### config.mk
export PLATFORM = sky130hd
export DESIGN_NAME = pipe_hazard_ctrl
export DESIGN_NICKNAME = d
export VERILOG_FILES = /design/src/rtl/pipe_hazard_ctrl.sv
export SDC_FILE = /design/constraint.sdc
export NUM_CORES = 1
export LEC_CHECK = 0
export ABC_CLOCK_PERIOD_IN_PS = 5100
export BUFFER_PORTS_ARGS = -buffer_cell sky130_fd_sc_hd__buf_2
export CORE_MARGIN = 1.5
export CORE_UTILIZATION = 47
export DETAILED_ROUTE_END_ITERATION = 8
export PLACE_DENSITY = 0.68
export SLEW_MARGIN = 20
export SYNTH_ARGS = -nofsm -noshare
export SYNTH_HDL_FRONTEND = slang
export SYNTH_SLANG_ARGS = --single-unit
### constraint.sdc
create_clock -name clk -period 5.1 [get_ports clk]
set_input_delay 0.765 -clock clk [delete_from_list [all_inputs] [get_ports clk]]
set_output_delay 0.765 -clock clk [all_outputs]
set_load 0.005 [all_outputs]
### src/rtl/pipe_hazard_ctrl.sv
// Hazard control for a 5-stage pipe: EX/MEM forwarding selects,
// load-use interlock and a multi-cycle multiplier scoreboard.
module pipe_hazard_ctrl #(
   parameter int REG_AW  = 5,
   parameter int NSRC    = 2,
   parameter int MUL_LAT = 4
) (
   input  logic                     clk,
   input  logic                     rst_n,
   input  logic                     id_valid,
   input  logic [NSRC*REG_AW-1:0]   id_src,
   input  logic [NSRC-1:0]          id_use,
   input  logic [REG_AW-1:0]        id_rd,
   input  logic                     id_regwrite,
   input  logic                     id_memread,
   input  logic                     id_mul,
   input  logic                     flush,
   output logic                     stall,
   output logic [2*NSRC-1:0]        fwd_sel,
   output logic                     mul_busy
);

   localparam int CW = 4;

   typedef struct packed {
      logic              valid;
      logic [REG_AW-1:0] rd;
      logic              regwrite;
      logic              memread;
   } ent_t;

   typedef enum logic {
      S_IDLE,
      S_BUSY
   } mst_t;

   ent_t              exe_q, exe_d;
   ent_t              mem_q;
   logic [2*NSRC-1:0] fwd_q, fwd_d;
   mst_t              st_q, st_d;
   logic [CW-1:0]     cnt_q, cnt_d;
   logic [REG_AW-1:0] mrd_q, mrd_d;

   logic [NSRC-1:0]   hit_exe, hit_mem, hit_mul;
   logic              lu_stall, mul_stall, adv;

   // A load sitting in EX/MEM is resolved by forwarding, so its memread
   // bit is carried only to keep the entry format uniform.
   logic              unused_mem_memread;
   assign unused_mem_memread = mem_q.memread;

   for (genvar k = 0; k < NSRC; k++) begin : g_src
      logic [REG_AW-1:0] src;
      logic              live;
      assign src  = id_src[k*REG_AW +: REG_AW];
      assign live = id_use[k] & (src != '0);
      assign hit_exe[k] = live & exe_q.valid & exe_q.regwrite
                          & (exe_q.rd == src);
      assign hit_mem[k] = live & mem_q.valid & mem_q.regwrite
                          & (mem_q.rd == src);
      assign hit_mul[k] = live & (mrd_q == src);
      assign fwd_d[2*k +: 2] = !adv       ? 2'b00 :
                               hit_exe[k] ? 2'b10 :
                               hit_mem[k] ? 2'b01 : 2'b00;
   end

   assign lu_stall  = id_valid & exe_q.memread & (|hit_exe);
   assign mul_stall = (st_q == S_BUSY) & id_valid
                      & (id_mul | (|hit_mul));
   assign stall     = rst_n & ~flush & (lu_stall | mul_stall);
   assign adv       = ~stall & ~flush;

   assign exe_d = adv ? {id_valid, id_rd, id_regwrite & ~id_mul,
                         id_memread}
                      : '0;

   always_comb begin
      st_d  = st_q;
      cnt_d = cnt_q;
      mrd_d = mrd_q;
      unique case (st_q)
         S_IDLE: begin
            if (adv & id_valid & id_mul) begin
               st_d  = S_BUSY;
               cnt_d = CW'(MUL_LAT - 1);
               mrd_d = id_rd;
            end
         end
         S_BUSY: begin
            cnt_d = cnt_q - CW'(1);
            // The result lands in the regfile on this edge.
            if (cnt_q == CW'(1)) begin
               st_d  = S_IDLE;
               mrd_d = '0;
            end
         end
      endcase
   end

   always_ff @(posedge clk or negedge rst_n) begin
      if (!rst_n) begin
         exe_q <= '0;
         mem_q <= '0;
         fwd_q <= '0;
         st_q  <= S_IDLE;
         cnt_q <= '0;
         mrd_q <= '0;
      end else begin
         exe_q <= exe_d;
         mem_q <= exe_q;
         fwd_q <= fwd_d;
         st_q  <= st_d;
         cnt_q <= cnt_d;
         mrd_q <= mrd_d;
      end
   end

   assign fwd_sel  = fwd_q;
   assign mul_busy = (st_q == S_BUSY);

endmodule

==> results of run 1 <==
final timing paths:
| path | from | endpoint | slack [ns] | cells past startpoint |
|---|---|---|---|---|
| setup / recovery | id_src[3] | stall | 1.54 | 7 |
| hold / removal | exe_q[7] | mem_q[7] | 0.38 | 0 |
| max in group asynchronous | rst_n | cnt_q[0] | 4.14 | 1 |
| min in group asynchronous | rst_n | fwd_sel[0] | 0.52 | 1 |
| hold reg to reg | exe_q[7] | mem_q[7] | 0.38 | 0 |
| setup reg to reg | exe_q[2] | mul_busy | 2.78 | 5 |
synthesized netlist by cell type (2+ instances only):
cell type / instances
xor2_1: 11
nand4_1: 3
nor4_1: 8
xnor2_1: 21
o31ai_1: 2
nand2b_1: 7
nor4b_1: 2
and3_1: 3
nand2_1: 4
or4_1: 4
a21oi_2: 2
nor4b_2: 6
inv_1: 2
a21oi_1: 5
nor2_1: 8
clkbuf_1: 5
dfrtp_1: 29
o21ai_0: 6
o31a_1: 2
o211ai_1: 5
nand3b_1: 2
ha_1: 2
buf_6: 5
nand3_1: 14
or3b_1: 5
o21ai_2: 2
per-stage QoR:
step,instances,power [mW]
floorplan,173,0.498
global placement,238,0.554
detailed placement,238,0.563
CTS,246,0.746
global route,246,0.794
finish,246,0.738
power by group through the flow:
stage,combinational [mW],clock [mW],sequential [mW]
6_report,0.212,0.181,0.345
5_1_grt,0.240,0.199,0.355
4_1_cts,0.214,0.186,0.345
3_5_place_dp,0.214,0,0.349
3_3_place_gp,0.205,0,0.348
2_1_floorplan,0.180,0,0.318
worst max-delay path, stage by stage:
cell and delay, ns:
buf_2 0.13, xnor2_1 0.19, nand4_1 0.10, or4_1 0.77, a21oi_4 0.52, o21ba_2 0.21
buf_2 0.10
routing by layer:
layer / global-route usage, % / vias up / part of all wire, %
met3: 5.73 / 4 / 5.7
met2: 30.7 / 42 / 46
met4: 7.98 / 0 / 0.95
met5: 0 / - / 0
met1: 28.5 / 656 / 47
li1: - / 668 / -
layout make-up:
cell class / instances / share of cell area [%]
tap: 48 / 3.01
clock buffer: 5 / 3.45
timing repair buffer: 29 / 7.28
clock inverter: 3 / 0.878
inverter: 2 / 0.376
multi-input combinational: 130 / 48.6
sequential: 29 / 36.4
logic make-up (layout without fill, tap and decap cells):
family,after synthesis,in the layout
compound gates,27,27
fa+ha+maj,2,2
mux,1,1
buf+inv,14,39
flops,29,29
xor+xnor,32,32
simple gates,68,68
flip-flops by register name, indices dropped and copies added (netlist names):
register / flops
cnt_q: 4
exe_q: 8
fwd_sel: 4
mem_q: 7
mrd_q: 5
mul_busy: 1
==> metrics, run 1 <==
first-pass GRT wire length approximately 6500 um; CTS clk-pin slew, worst paths roughly 0.07 ns; Clock Skew between 0.006 and 0.007 ns; synthesized net count 199; CTS tree built; Pre-antenna DRT Iters 4; syn_area_per_cell approximately 10 um^2; Final setup viols 0; Post-synth ARST share 100%; Reg area 726 um^2; Total GRT Usage 20.6%; critical path arrival 2.80 ns; Worst Path Max Fanout 15; Fin Setup TNS 0 ns; top cells by area, synth dfrtp_1 (40%), xnor2_1 (10%), xor2_1 (5.3%); RSZ-0062 raised after global routing no; Fmax 0.281 GHz; Final Hold Vio Count 0; number of global-route vias before repair 1348; Synth Area in Adders between 1 and 1.5%; Clock Power Share between 20% and 30%; die area 0.00421 mm^2; root buf cell clkbuf_8; status completed; period utilisation layout 69.8%; FP Rows 22; area of the multi-input gates ~970 um^2; WL per Instance 15.3 um; pre-CTS setup slack 1.56 ns; Worst EP required 4.34 ns; layout cell share with drive strength beyond 1 between 20% and 30%; Internal 0.486 mW; Layout fillers 326; post-route ant nets 0; Yosys top cell area share between 40% and 50%; clk buf depth 2; Mapped Cells ~170; chip width between 60 and 70 um; Compound-Gate Fraction of Synth Area 10.8%; routability cong. about 0.84; mapped cell area around 0.0018 mm^2; CP endpoint kind primary output; H-tree Lvls 2; Post-CTS Hold Fix Bufs 0; Seq/Total Area, Yosys 40.3%; I/O pin count 30; Worst Tran Pin Value 0.682 ns; final hold slack 0.379 ns; TritonCTS Buffers 5; initial antenna violation count 0; worst-skew pair later-pin latency 0.28 ns; Setup Fix Bufs, Post-CTS 0; total gr overflow 0; Startpoint Class input pin; Slew Limit Fails 0; Post-synth EDFFs 0; diodes inserted 0; Port Buffers 29; top_reg_cell synth dfrtp_1; Sw Ratio 34.1%; Area Growth Syn to Fin 10.7%; Yosys reg bits 29; core region area 0.00366 mm^2; Initial Utilization 49.2%; Routed WL 3780 um; final instance area 0.00199 mm^2; die height 64.9 um; Unique masters post-synth 34; Gate power share 28.7%; Flop pwr share 46.7%; Worst Setup Path Type input pin to primary output; DRT iter0 DRCs 67; dpl cell area 0.00191 mm^2; vias post-DR 1370; Sink Count 29; cell taking the most area after synthesis dfrtp_1; detailed placement HPWL 2850 um; largest family of logic cells by synthesized area simple AND/OR/NAND/NOR gates; DR vias/cell 5.57; Min-Delay Path Class register to register; Leak 0.819 nW; Post-Synth XOR/XNOR Area 15.6%; nets 223; Final WS setup around 1.5 ns; PD cells 370 mW/mm^2; detailed-route DRC error count 0; max_cap viols 0; most frequent cells in the layout dfrtp_1 (29), buf_2 (29), xnor2_1 (21); pin count of the biggest net entering global routing 33; slew margin rel. 54.6%; fraction of synthesized area in multiplexers less than 1%; VDD IR max 197 uV; Resized cells post-CTS 0; Core Util, Final 54.5%; switching pwr roughly 0.25 mW; Synth Warn # 0; Synth Area in Simple Gates roughly a quarter; minimum clock period 3.56 ns
Power figures use the tool's default switching activity.
==> inputs of run 2 (changes only) <==
- ABC_CLOCK_PERIOD_IN_PS: 5100 -> 3500
- clock period: 5.1 -> 3.5 ns (I/O delays scaled with it)
==> run 2 against run 1 <==
Effect of this change:
- hold slack got worse by 0.19 ns
- routed wire length increased by 7.8%
- via count increased by 2.6%
- largest cell class unchanged
==> metrics, run 2 (same netlist as run 1, synthesis figures left out) <==
max FFs per register 8; Clock Power Share a little under a quarter; Sw Ratio 34.2%; Sink Count 29; Final setup viols 0; Port Buffers 29; Gate power share 29.3%; number of global-route vias before repair between 1000 and 1500; VDD IR max around 360 uV; status completed; Reg2Reg Setup Slack roughly 1.4 ns; Post-CTS Hold Fix Bufs 0; routability cong. 0.942; root buf cell clkbuf_8; clk buf depth 2; Worst EP required 2.97 ns; Startpoint Class input pin; Final WS setup 0.618 ns; H-tree Lvls 2; Initial Utilization 49.2%; Worst Tran Pin Value 0.596 ns; top flop regs exe_q: 8 flops, mem_q: 7 flops, mrd_q: 5 flops; period utilisation layout 82.3%; detailed placement HPWL 3040 um; TritonCTS Buffers 5; chip width 64.9 um; worst setup path start id_src[1]; max_cap viols 0; critical path arrival 2.36 ns; detailed-route DRC error count 0; Worst R2R Path Depth 4; pin count of the biggest net entering global routing 23; Flop pwr share 46.8%; core region area 0.00366 mm^2; total gr overflow 0; pre-CTS setup slack 0.623 ns; Biggest register exe_q; area of the multi-input gates 970 um^2; Area Growth Syn to Fin 12.2%; CTS clk-pin slew, worst paths 0.06 ns; r2r startpoint mul_busy; FP Rows 22; WL per Instance 16.3 um; Setup Fix Bufs, Post-CTS 0; die height around 65 um; switching pwr 0.368 mW; Worst Setup Path Type input pin to primary output; Routed WL 4070 um; Final Hold Vio Count 0; initial antenna violation count 0; worst-skew pair later-pin latency between 0.2 and 0.3 ns; vias post-DR roughly 1400; first-pass GRT wire length 6800 um; layout cell share with drive strength beyond 1 26.2%; die area 0.00421 mm^2; I/O pin count 30; Resized cells post-CTS 0; Layout fillers 323; Clock Skew slightly below 0.003 ns; Fin Setup TNS 0 ns; CTS tree built; most frequent cells in the layout dfrtp_1 (29), buf_2 (29), xnor2_1 (21); Internal about 0.71 mW; DRT iter0 DRCs 61; diodes inserted 0; post-route ant nets 0; Worst Path Max Fanout 13; minimum clock period 2.88 ns; nets 227; Min-Delay Path Class input pin to async pin; Critical R2R Capture mrd_q[0]; slew margin rel. 60.3%; Total GRT Usage 21.7%; RSZ-0062 raised after global routing no; PD cells 534 mW/mm^2; DR vias/cell 5.62; Pre-antenna DRT Iters 4; Reg area ~730 um^2; final hold slack between 0.15 and 0.2 ns; CP endpoint kind primary output; Fmax 0.347 GHz; Slew Limit Fails 0; Leak 0.838 nW
[run 2: cell count changes in the layout (fill, tap and decap cells not counted), sizes merged]
cell,delta
clkinvlp,-1
clkbuf,+1
buf,+4
[run 2: how the worst max path moves through the flow]
stage               endpoint  slack (ns)  depth (start not counted)
floorplan              stall        1.05                          6
global placement       stall        0.72                          7
detailed placement     stall        0.62                          7
CTS                    stall        0.62                          7
global route           stall        0.54                          7
finish                 stall        0.62                          7
[run 2: cell type report]
class | count | area share [%]
clock buffer | 6 | 3.59
clock inverter | 2 | 0.495
inverter | 2 | 0.372
multi-input combinational | 130 | 48.0
sequential | 29 | 35.9
tap | 48 | 2.97
timing repair buffer | 33 | 8.67
[run 2: per-stage QoR]
stage / instance area, um^2 / utilization, % / instances / power (mW)
final: 2020 / 55.2 / 250 / 1.08
after detailed placement: 1940 / 52.9 / 242 / 0.825
after CTS: 2020 / 55.2 / 250 / 1.09
after floorplan: 1800 / - / 173 / 0.725
after global placement: 1940 / 52.9 / 242 / 0.801
after global routing: 2020 / 55.2 / 250 / 1.15
[run 2: power groups by stage]
stage	logic (mW)	registers [mW]	clock network [mW]
CTS	0.318	0.502	0.267
global route	0.357	0.514	0.282
global placement	0.295	0.506	0
finish	0.316	0.504	0.258
floorplan	0.263	0.463	0
detailed placement	0.316	0.509	0
[run 2: metal layers]
| metal | part of all wire (%) | track usage (%) | vias up |
|---|---|---|---|
| met2 | 47 | 35.8 | 40 |
| met3 | 4.9 | 5.56 | 8 |
| met1 | 47 | 27.1 | 680 |
| li1 | - | - | 678 |
| met5 | 0 | 0 | - |
| met4 | 1.6 | 8.24 | 0 |
[run 2: critical path, cell delays in order]
cell	delay [ns]
buf_2	0.13
or4_1	0.56
o21ai_2	0.18
nor4_1	0.10
o31a_1	0.46
o21ba_2	0.27
buf_2	0.12
